File: src/rtl/hub75_pkg.sv
// Shared types and helpers for the HUB75 framebuffer scheduler.
package hub75_pkg;

   // Scheduler phases: normal operation, waiting for a frame boundary to swap,
   // and zero-filling the freshly exposed back bank.
   typedef enum logic [1:0] {
      FB_RUN       = 2'd0,
      FB_SWAP_WAIT = 2'd1,
      FB_CLEAR     = 2'd2
   } fb_sched_state_t;

   // Address width of one segment RAM bank.
   function automatic int fb_addr_w(input int h, input int v, input int seg);
      return $clog2(h * v / seg);
   endfunction

endpackage

File: src/rtl/hub75_fb_scheduler.sv
// Double-buffered framebuffer scheduler for a HUB75 panel driver.
// One single-port RAM per segment holds both banks ({bank, addr}). Display
// reads hit the front bank, host writes and the post-swap clear hit the back
// bank. Bank swaps are deferred to a frame boundary so the panel never tears.
//
// Handshake: a host write transfers on a cycle where i_wr_valid && o_wr_ready
// are both high at the rising clock edge. o_wr_ready depends only on the
// display read request and the scheduler state, never on i_wr_valid, and the
// host must hold its request stable until it transfers.
module hub75_fb_scheduler
   import hub75_pkg::*;
#(
   parameter int HPIXEL        = 64,
   parameter int VPIXEL        = 64,
   parameter int BPP           = 8,
   parameter int SEGMENTS      = 2,
   parameter int CLEAR_ON_SWAP = 1,
   parameter int ADDR_W        = fb_addr_w(HPIXEL, VPIXEL, SEGMENTS),
   parameter int SEG_W         = (SEGMENTS > 1) ? $clog2(SEGMENTS) : 1
) (
   input  logic                         clk,
   input  logic                         rst_n,
   input  logic                         i_enable,
   input  logic                         i_disp_rd_en,
   input  logic [ADDR_W-1:0]            i_disp_rd_addr,
   input  logic                         i_disp_frame_done,
   output logic [SEGMENTS*3*BPP-1:0]    o_disp_rd_data,
   output logic                         o_disp_rd_valid,
   input  logic                         i_wr_valid,
   output logic                         o_wr_ready,
   input  logic [SEG_W-1:0]             i_wr_seg,
   input  logic [ADDR_W-1:0]            i_wr_addr,
   input  logic [3*BPP-1:0]             i_wr_data,
   output logic                         o_wr_drop,
   input  logic                         i_swap_req,
   output logic                         o_swap_pending,
   output logic                         o_front_bank,
   output logic                         o_busy_clear,
   output logic [SEGMENTS-1:0]          o_mem_en,
   output logic [SEGMENTS-1:0]          o_mem_we,
   output logic [ADDR_W:0]              o_mem_addr,
   output logic [3*BPP-1:0]             o_mem_wdata,
   input  logic [SEGMENTS*3*BPP-1:0]    i_mem_rdata,
   output logic [1:0]                   o_dbg_state
);

   localparam int DEPTH = HPIXEL * VPIXEL / SEGMENTS;

   fb_sched_state_t   state_q, state_d;
   logic              front_bank_q, front_bank_d;
   logic [ADDR_W-1:0] clr_cnt_q, clr_cnt_d;
   logic              rd_valid_q, rd_valid_d;
   logic              wr_drop_q, wr_drop_d;
   logic              swap_pending_q, swap_pending_d;

   logic wr_fire;
   logic wr_in_range;
   logic clr_write;
   logic frame_edge;
   logic do_swap;

   // Write handshake and port-usage qualifiers.
   always_comb begin
      o_wr_ready  = rst_n && !i_disp_rd_en && (state_q == FB_RUN);
      wr_fire     = i_wr_valid && o_wr_ready;
      wr_in_range = (int'(i_wr_addr) < DEPTH) && (int'(i_wr_seg) < SEGMENTS);
      clr_write   = rst_n && (state_q == FB_CLEAR) && !i_disp_rd_en;
      frame_edge  = i_disp_frame_done || !i_enable;
   end

   // RAM port arbiter: display read wins, then the clear, then the host.
   always_comb begin
      o_mem_en    = '0;
      o_mem_we    = '0;
      o_mem_addr  = {front_bank_q, i_disp_rd_addr};
      o_mem_wdata = '0;
      if (rst_n && i_disp_rd_en) begin
         o_mem_en   = '1;
         o_mem_addr = {front_bank_q, i_disp_rd_addr};
      end else if (clr_write) begin
         o_mem_en   = '1;
         o_mem_we   = '1;
         o_mem_addr = {!front_bank_q, clr_cnt_q};
      end else if (wr_fire && wr_in_range) begin
         for (int s = 0; s < SEGMENTS; s++) begin
            o_mem_en[s] = (i_wr_seg == SEG_W'(s));
            o_mem_we[s] = (i_wr_seg == SEG_W'(s));
         end
         o_mem_addr  = {!front_bank_q, i_wr_addr};
         o_mem_wdata = i_wr_data;
      end
   end

   // Scheduler next-state: swap at frame boundaries, then optionally clear.
   always_comb begin
      state_d        = state_q;
      front_bank_d   = front_bank_q;
      clr_cnt_d      = clr_cnt_q;
      swap_pending_d = swap_pending_q;
      rd_valid_d     = i_disp_rd_en;
      wr_drop_d      = wr_fire && !wr_in_range;
      do_swap        = 1'b0;
      case (state_q)
         FB_RUN: begin
            if (i_swap_req) begin
               if (frame_edge) begin
                  do_swap = 1'b1;
               end else begin
                  state_d        = FB_SWAP_WAIT;
                  swap_pending_d = 1'b1;
               end
            end
         end
         FB_SWAP_WAIT: begin
            if (frame_edge) begin
               do_swap = 1'b1;
            end
         end
         FB_CLEAR: begin
            if (clr_write) begin
               if (clr_cnt_q == ADDR_W'(DEPTH - 1)) begin
                  clr_cnt_d = '0;
                  state_d   = FB_RUN;
               end else begin
                  clr_cnt_d = clr_cnt_q + 1'b1;
               end
            end
         end
         default: begin
            state_d = FB_RUN;
         end
      endcase
      if (do_swap) begin
         front_bank_d   = !front_bank_q;
         swap_pending_d = 1'b0;
         state_d        = (CLEAR_ON_SWAP != 0) ? FB_CLEAR : FB_RUN;
      end
   end

   // State registers; reset abandons any swap or clear in progress.
   always_ff @(posedge clk) begin
      if (!rst_n) begin
         state_q        <= FB_RUN;
         front_bank_q   <= 1'b0;
         clr_cnt_q      <= '0;
         rd_valid_q     <= 1'b0;
         wr_drop_q      <= 1'b0;
         swap_pending_q <= 1'b0;
      end else begin
         state_q        <= state_d;
         front_bank_q   <= front_bank_d;
         clr_cnt_q      <= clr_cnt_d;
         rd_valid_q     <= rd_valid_d;
         wr_drop_q      <= wr_drop_d;
         swap_pending_q <= swap_pending_d;
      end
   end

   // Output mapping.
   always_comb begin
      o_disp_rd_data  = i_mem_rdata;
      o_disp_rd_valid = rd_valid_q;
      o_wr_drop       = wr_drop_q;
      o_swap_pending  = swap_pending_q;
      o_front_bank    = front_bank_q;
      o_busy_clear    = (state_q == FB_CLEAR);
      o_dbg_state     = state_q;
   end

endmodule

File: config.mk
export PLATFORM = sky130hd
export DESIGN_NAME = hub75_fb_scheduler
export DESIGN_NICKNAME = d
export VERILOG_FILES = /design/src/rtl/hub75_pkg.sv /design/src/rtl/hub75_fb_scheduler.sv
export SDC_FILE = /design/constraint.sdc
export NUM_CORES = 1
export LEC_CHECK = 0
export ABC_AREA = 1
export BUFFER_PORTS_ARGS = -buffer_cell sky130_fd_sc_hd__buf_2
export CAP_MARGIN = 15
export CORE_AREA = 2 2 76 78
export DETAILED_ROUTE_END_ITERATION = 12
export DIE_AREA = 0 0 78 80
export PLACE_DENSITY_LB_ADDON = 0.2
export SLEW_MARGIN = 30
export SYNTH_ARGS = -nofsm -noshare
export SYNTH_HDL_FRONTEND = slang
export SYNTH_SLANG_ARGS = --single-unit
File: constraint.sdc
create_clock -name clk -period 2.05 [get_ports clk]
set_clock_uncertainty 0.1 [all_clocks]
set_input_delay 0.3075 -clock clk [delete_from_list [all_inputs] [get_ports clk]]
set_output_delay 0.3075 -clock clk [all_outputs]
set_load 0.01 [all_outputs]
==> metrics.md, run 1 <==
| Metric | Value |
|---|---|
| First DRT Iteration DRCs | between 40 and 50 |
| Die width | 78 um |
| Yosys reg bits | 16 |
| Synth top area share | 0.230 |
| Top area cells in the synthesized netlist | buf_4 23%, dfxtp_1 19%, nor2_1 11%, inv_1 9.5%, a211oi_2 5.3% |
| Post-CTS setup buffer count | 0 |
| Setup Viol. Count Final | 0 |
| Core Rows | 27 |
| Post-Synth Adder-Cell Area | 0.00752 |
| Compound-gate portion of the synthesized area | 0.104 |
| Area growth, synth to finish | 17.8% |
| Placement Cell Area | 0.00186 mm2 |
| Design Area, Final | between 0.0015 and 0.002 mm2 |
| Status | complete, no violations |
| Clk_lat worst skew | approximately 250 ps |
| Initial Utilization | 0.308 |
| Antenna diodes | 0 |
| Port-buffer cells | 100 |
| Max Clk Rate | 503 MHz |
| Crit. End Element | output pin |
| Largest net degree at the start of global routing | 37 |
| RSZ-0062 raised after global routing | true |
| Startpoint types | flip-flop |
| Mapped cell area | 0.00166 mm2 |
| Core box area | roughly 0.0054 mm2 |
| DRC Markers | 0 |
| Cts bufs inserted | 3 |
| Period utilisation layout | 0.970 |
| Min cycle time layout | 1990 ps |
| Most common cell in the netlist | buf_4 |
| GP Congestion | 0.815 |
| DR vias/cell | 4.47 |
| Post-Synth XOR/XNOR Area | 0.0105 |
| Post-synth cell types | 29 |
| Chip height | 80 um |
| Top cell types by occurrence after synthesis | 51 x buf_4, 49 x nor2_1, 42 x inv_1 |
| Syn nets | 358 |
| Crit path kind | reg -> out |
| Total Power | 899 uW |
| Initial antenna violation count | 0 |
| Total Nets Final | 411 |
| Seq/Total Area, Yosys | 0.192 |
| Initial DRT Pass Iterations | 4 |
| Cell taking the most area after synthesis | buf_4 |
| Sink Count | 16 |
| Critical path peak fanout | 23 |
| Synth Instances | 255 |
| Gr usage total | 0.153 |
| Arrival time worst endpoint | 1580 ps |
| Place WS | 108 ps |
| Pwr dens | 459 mW/mm2 |
| First-pass GRT wire length | 7.59 mm |
| Via count | around 1700 |
| Worst endpoint required time | 1640 ps |
| Ys Warns | 0 |
| Die area | between 0.006 and 0.007 mm2 |
| EDFF count, synth | 0 |
| Leakage | 0.00111 uW |
| Hpwl dp | 4.09 mm |
| Hold buffer count at cts | 0 |
| Final Hold Viols | 0 |
| TNS Setup | 0 ps |
| Simple-gate area share of the yosys netlist | 0.332 |
| Maximum VDD drop | roughly 0.22 mV |
| CTS root buffer | clkbuf_8 |
| Gr ovfl total | 0 |
| Max Root-Sink Buffers | 2 |
| Largest family of logic cells by synthesized area | buffers and inverters |
| HP Class | in -> reg |
| Average wire per standard cell | 13.1 um |
| Max Slew Vio Count | 0 |
| ANT nets after route | 0 |
| Post-synth top flop | dfxtp_1 |
| CTS tree | built |
| Final Routed Wirelength | 4.98 mm |
| H-Tree Depth | 1 |
| I/O Pins | around 200 |
| Vias in the first global route | 1620 |
| Max-cap violation count | 0 |
| Worst-path clk slew | ~70 ps |
| Post-synth ARST share | 0 |
| Mean Syn Cell Area | 6.53 um2 |
| Layout cells sized above 1 | 0.430 |
| Multiplexer area fraction after synthesis | 0 |
| Setup WS post-layout | 62.1 ps |
-- final cells by class --
| class | instances | area (um2) |
|---|---|---|
| Timing Repair Buffer | 104 | 551 |
| Inverter | 44 | 173 |
| Fill cell | 623 | 3440 |
| Sequential cell | 16 | 323 |
| Tap cell | 72 | 90.1 |
| Multi-Input combinational cell | 139 | 769 |
| Clock buffer | 4 | 55.1 |
-- state kept, by name, indices dropped and copies added, names as in the netlist --
name             count
clr_cnt_q           11
o_dbg_state          2
o_disp_rd_valid      1
o_front_bank         1
o_swap_pending       1
-- routing by layer --
layer  share of wire  GRT usage  vias to the layer above
li1                -          -                      846
met1            0.41      0.178                      753
met2            0.48      0.266                       82
met3           0.097     0.0543                       12
met4           0.012     0.0421                        0
met5               0          0                        -
-- per-stage QoR --
stage	utilization	hold slack (ps)	cells
6_report	0.363	211	379
5_1_grt	0.363	215	379
4_1_cts	0.359	207	379
3_5_place_dp	0.345	351	375
3_3_place_gp	0.345	351	375
2_1_floorplan	-	318	255
-- final timing paths --
| check | cells after the start | slack (ps) | from | endpoint |
|---|---|---|---|---|
| worst max-delay path | 7 | 60 | o_dbg_state[1] | o_mem_en[1] |
| worst min-delay path | 4 | 210 | i_disp_frame_done | o_dbg_state[0] |
| worst max register to register | 10 | 380 | clr_cnt_q[1] | clr_cnt_q[7] |
| worst min register to register | 2 | 360 | o_swap_pending | o_swap_pending |
-- what timing repair did --
item / CTS / global route
endpoints found under the setup margin: 14 / 14
pin swaps: 0 / 1
resized for setup: 6 / 7
-- critical path: stages (launching register included) --
cell,delay [ps]
dfxtp_2,340
inv_1,110
nor2_4,60
nand2_4,130
inv_8,90
o21a_1,180
or2_2,260
buf_2,140
-- layout by cell type (no fill, tap or decap), types with 3 or more instances in the layout --
| cell | synthesis | final |
|---|---|---|
| nor2_4 | 3 | 3 |
| a21oi_1 | 5 | 5 |
| nand2_1 | 23 | 23 |
| nor2_1 | 49 | 48 |
| clkbuf_8 | 0 | 4 |
| nor4_1 | 3 | 3 |
| buf_2 | 3 | 100 |
| nand3_1 | 9 | 9 |
| a211oi_1 | 3 | 3 |
| nand4_1 | 3 | 3 |
| nor3_1 | 16 | 16 |
| a211oi_2 | 7 | 7 |
| dfxtp_1 | 16 | 14 |
| inv_1 | 42 | 42 |
-- logic make-up (layout without fill, tap and decap cells) --
group,Yosys count,in the layout
flops,16,16
buf+inv,100,152
fa+ha+maj,1,1
simple gates,114,114
other cells,1,1
xor+xnor,2,2
compound gates,21,21
-- power breakdown --
group | internal, uW | total (uW) | leakage [uW] | switching, uW
Clock | 171 | 290 | 0.0000288 | 119
Combinational | 128 | 282 | 0.000950 | 154
Sequential | 320 | 327 | 0.000131 | 7.74
No activity file was read; power rests on OpenSTA's default activity.
==> inputs of run 2 (changes only) <==
--- a/config.mk
+++ b/config.mk
@@ -8,9 +8,9 @@
 export ABC_AREA = 1
 export BUFFER_PORTS_ARGS = -buffer_cell sky130_fd_sc_hd__buf_2
 export CAP_MARGIN = 15
-export CORE_AREA = 2 2 76 78
+export CORE_AREA = 2 2 78 80
 export DETAILED_ROUTE_END_ITERATION = 12
-export DIE_AREA = 0 0 78 80
+export DIE_AREA = 0 0 80 82
 export PLACE_DENSITY_LB_ADDON = 0.2
 export SLEW_MARGIN = 30
 export SYNTH_ARGS = -nofsm -noshare
==> constraint.sdc (replaced) <==
create_clock -name clk -period 2.1 [get_ports clk]
set_clock_uncertainty 0.1 [all_clocks]
set_input_delay 0.315 -clock clk [delete_from_list [all_inputs] [get_ports clk]]
set_output_delay 0.315 -clock clk [all_outputs]
set_load 0.01 [all_outputs]
==> run 2 against run 1 <==
  * Register-to-register slack gained 30 ps
  * Hold slack gained 20 ps
  * Global-route usage is 0.35 points lower
  * Total power is 8.1% lower
  * Sequential power down 2%
  * Core utilization fell by 2.4 points
  * Clock power decreased by 20%
  * Via count fell by 1.4%
  * Die area up 5.1%
==> metrics.md, run 2 (synthesis results as in run 1) <==
| Metric | Value |
|---|---|
| Status | complete, no violations |
| Crit path kind | reg -> out |
| Initial antenna violation count | 0 (unchanged) |
| FF-to-FF setup slack | 410 ps (+30 ps) |
| Max Slew Vio Count | 0 (unchanged) |
| Gr ovfl total | 0 (unchanged) |
| Period utilisation layout | 0.946 |
| R2r startpoint | clr_cnt_q[1] |
| GP Congestion | 0.840 (+3.1%) |
| Commonest non-fill, non-tap cell in the layout | buf_2 |
| Crit. End Element | output pin |
| Port-buffer cells | 100 (unchanged) |
| Worst-path clk slew | 60 ps (about the same) |
| Place WS | 212 ps (+104 ps) |
| Max reg flops | 11 (unchanged) |
| DR vias/cell | 4.36 (-2.4%) |
| CTS tree | built |
| Final Routed Wirelength | 5.23 mm (+5.0%) |
| Core box area | 0.00575 mm2 (+6.3%) |
| Reg2reg path depth | 10 (unchanged) |
| Die area | 0.00656 mm2 (+5.1%) |
| Hold buffer count at cts | 0 (unchanged) |
| Max Root-Sink Buffers | 2 (unchanged) |
| Average wire per standard cell | 13.6 um (+3.9%) |
| Area growth, synth to finish | 16.8% |
| Worst hold path startpoint | i_disp_frame_done |
| Hold Path Cell Cnt | 4 (unchanged) |
| ANT nets after route | 0 (unchanged) |
| First DRT Iteration DRCs | 64 (+52%) |
| DRC Markers | 0 (unchanged) |
| RSZ-0062 raised after global routing | false |
| Final Hold Viols | 0 (unchanged) |
| Vias in the first global route | 1599 (-1.3%) |
| Gr usage total | 0.150 (-0.00350) |
| I/O Pins | 198 (unchanged) |
| Setup Viol. Count Final | 0 (unchanged) |
| Clk_lat worst skew | 240 ps (about the same) |
| Top reg by flops | clr_cnt_q |
| Min cycle time layout | between 1500 and 2000 ps |
| H-Tree Depth | 1 (unchanged) |
| Startpoint types | flip-flop |
| Sink Count | 16 (unchanged) |
| Antenna diodes | 0 (unchanged) |
| Total Nets Final | 413 (+0.49%) |
| Critical path peak fanout | 22 (-4.3%) |
| Initial DRT Pass Iterations | 4 (unchanged) |
| Via count | 1669 (-1.4%) |
| Placed cell count | 380 (+1.3%) |
| Maximum VDD drop | 0.201 mV (-10%) |
| Final Non-Filler Cells | 383 (+1.1%) |
| TNS Setup | 0 ps (unchanged) |
| Initial Utilization | 0.290 (-0.0182) |
| Chip height | 82 um (+2.5%) |
| Worst endpoint required time | 1680 ps (+40 ps) |
| Most frequent cells in the layout | 100 x buf_2, 48 x nor2_1, 42 x inv_1, 23 x nand2_1 |
| Max-cap violation count | 0 (unchanged) |
| Hpwl dp | 4.43 mm (+8.2%) |
| HP Class | in -> reg |
| Post-CTS setup buffer count | 0 (unchanged) |
| Largest net degree at the start of global routing | 23 (-38%) |
| Worst reg2reg endpoint | clr_cnt_q[7] |
| Core Rows | 28 (+3.7%) |
| Cts bufs inserted | 3 (unchanged) |
| Layout cells sized above 1 | 0.438 (+0.00834) |
| CTS root buffer | clkbuf_8 |
| Leakage | 0.00110 uW (-0.83%) |
| First-pass GRT wire length | 7.71 mm (+1.5%) |
| Arrival time worst endpoint | 1570 ps (about the same) |
| Pwr dens | 425 mW/mm2 (-7.3%) |
| Max Clk Rate | 503 MHz |
| Hold Path End | o_dbg_state[0] |
| Setup WS post-layout | 114 ps (+51.6 ps) |
| Die width | 80 um (+2.6%) |
[run 2: changes by cell type in the layout (fill, tap and decap cells not counted), sizes merged]
cell and change:
buf +2, clkbuf -1
[run 2: metal layers]
| metal | up-vias | track usage | wire length [um] | part of all wire |
|---|---|---|---|---|
| li1 | 852 | - | - | - |
| met1 | 729 | 0.187 | 2240 | 0.43 |
| met2 | 80 | 0.259 | 2440 | 0.47 |
| met3 | 8 | 0.0363 | 485 | 0.093 |
| met4 | 0 | 0.0356 | 57 | 0.011 |
| met5 | - | 0 | 0 | 0 |
[run 2: how the worst max path moves through the flow]
| stage | start | end | slack, ps | cells past startpoint |
|---|---|---|---|---|
| floorplan | o_dbg_state[1] | o_mem_addr[1] | 290 | 8 |
| finish | o_dbg_state[1] | o_mem_addr[8] | 110 | 6 |
| CTS | o_dbg_state[1] | o_mem_addr[2] | 50 | 7 |
| global placement | rst_n | o_mem_en[1] | 230 | 8 |
| detailed placement | rst_n | o_mem_en[1] | 210 | 8 |
| global route | o_dbg_state[1] | o_mem_addr[2] | 6 | 7 |
[run 2: timing repair]
action	4_1_cts	5_1_grt
gates resized for setup	2	5
setup endpoints to repair	8	10
pin swaps	0	0
[run 2: stage by stage]
stage	util	cell area (um2)	power [uW]	hold WS, ps
2_1_floorplan	-	1660	568	325
3_3_place_gp	0.328	1880	602	351
3_5_place_dp	0.328	1880	601	354
4_1_cts	0.336	1930	834	233
5_1_grt	0.338	1940	882	271
6_report	0.338	1940	826	230
[run 2: area by class of cell]
class | instances | area [um2]
Fill cell | 650 | 3800
Inverter | 44 | 170
Clock buffer | 3 | 41.3
Multi-Input combinational cell | 139 | 771
Tap cell | 75 | 93.8
Timing Repair Buffer | 106 | 546
Sequential cell | 16 | 323
[run 2: power by group]
part,internal (uW),leakage [uW],switching (uW)
Sequential,312,0.000131,7.63
Clock,127,0.0000216,104
Combinational,123,0.000948,153
[run 2: critical path, stage by stage (launching register included)]
cell and delay (ps):
dfxtp_2 340, nor2_2 180, nand3_4 120, buf_4 230, nor3_1 240, a211oi_2 60
buf_2 150
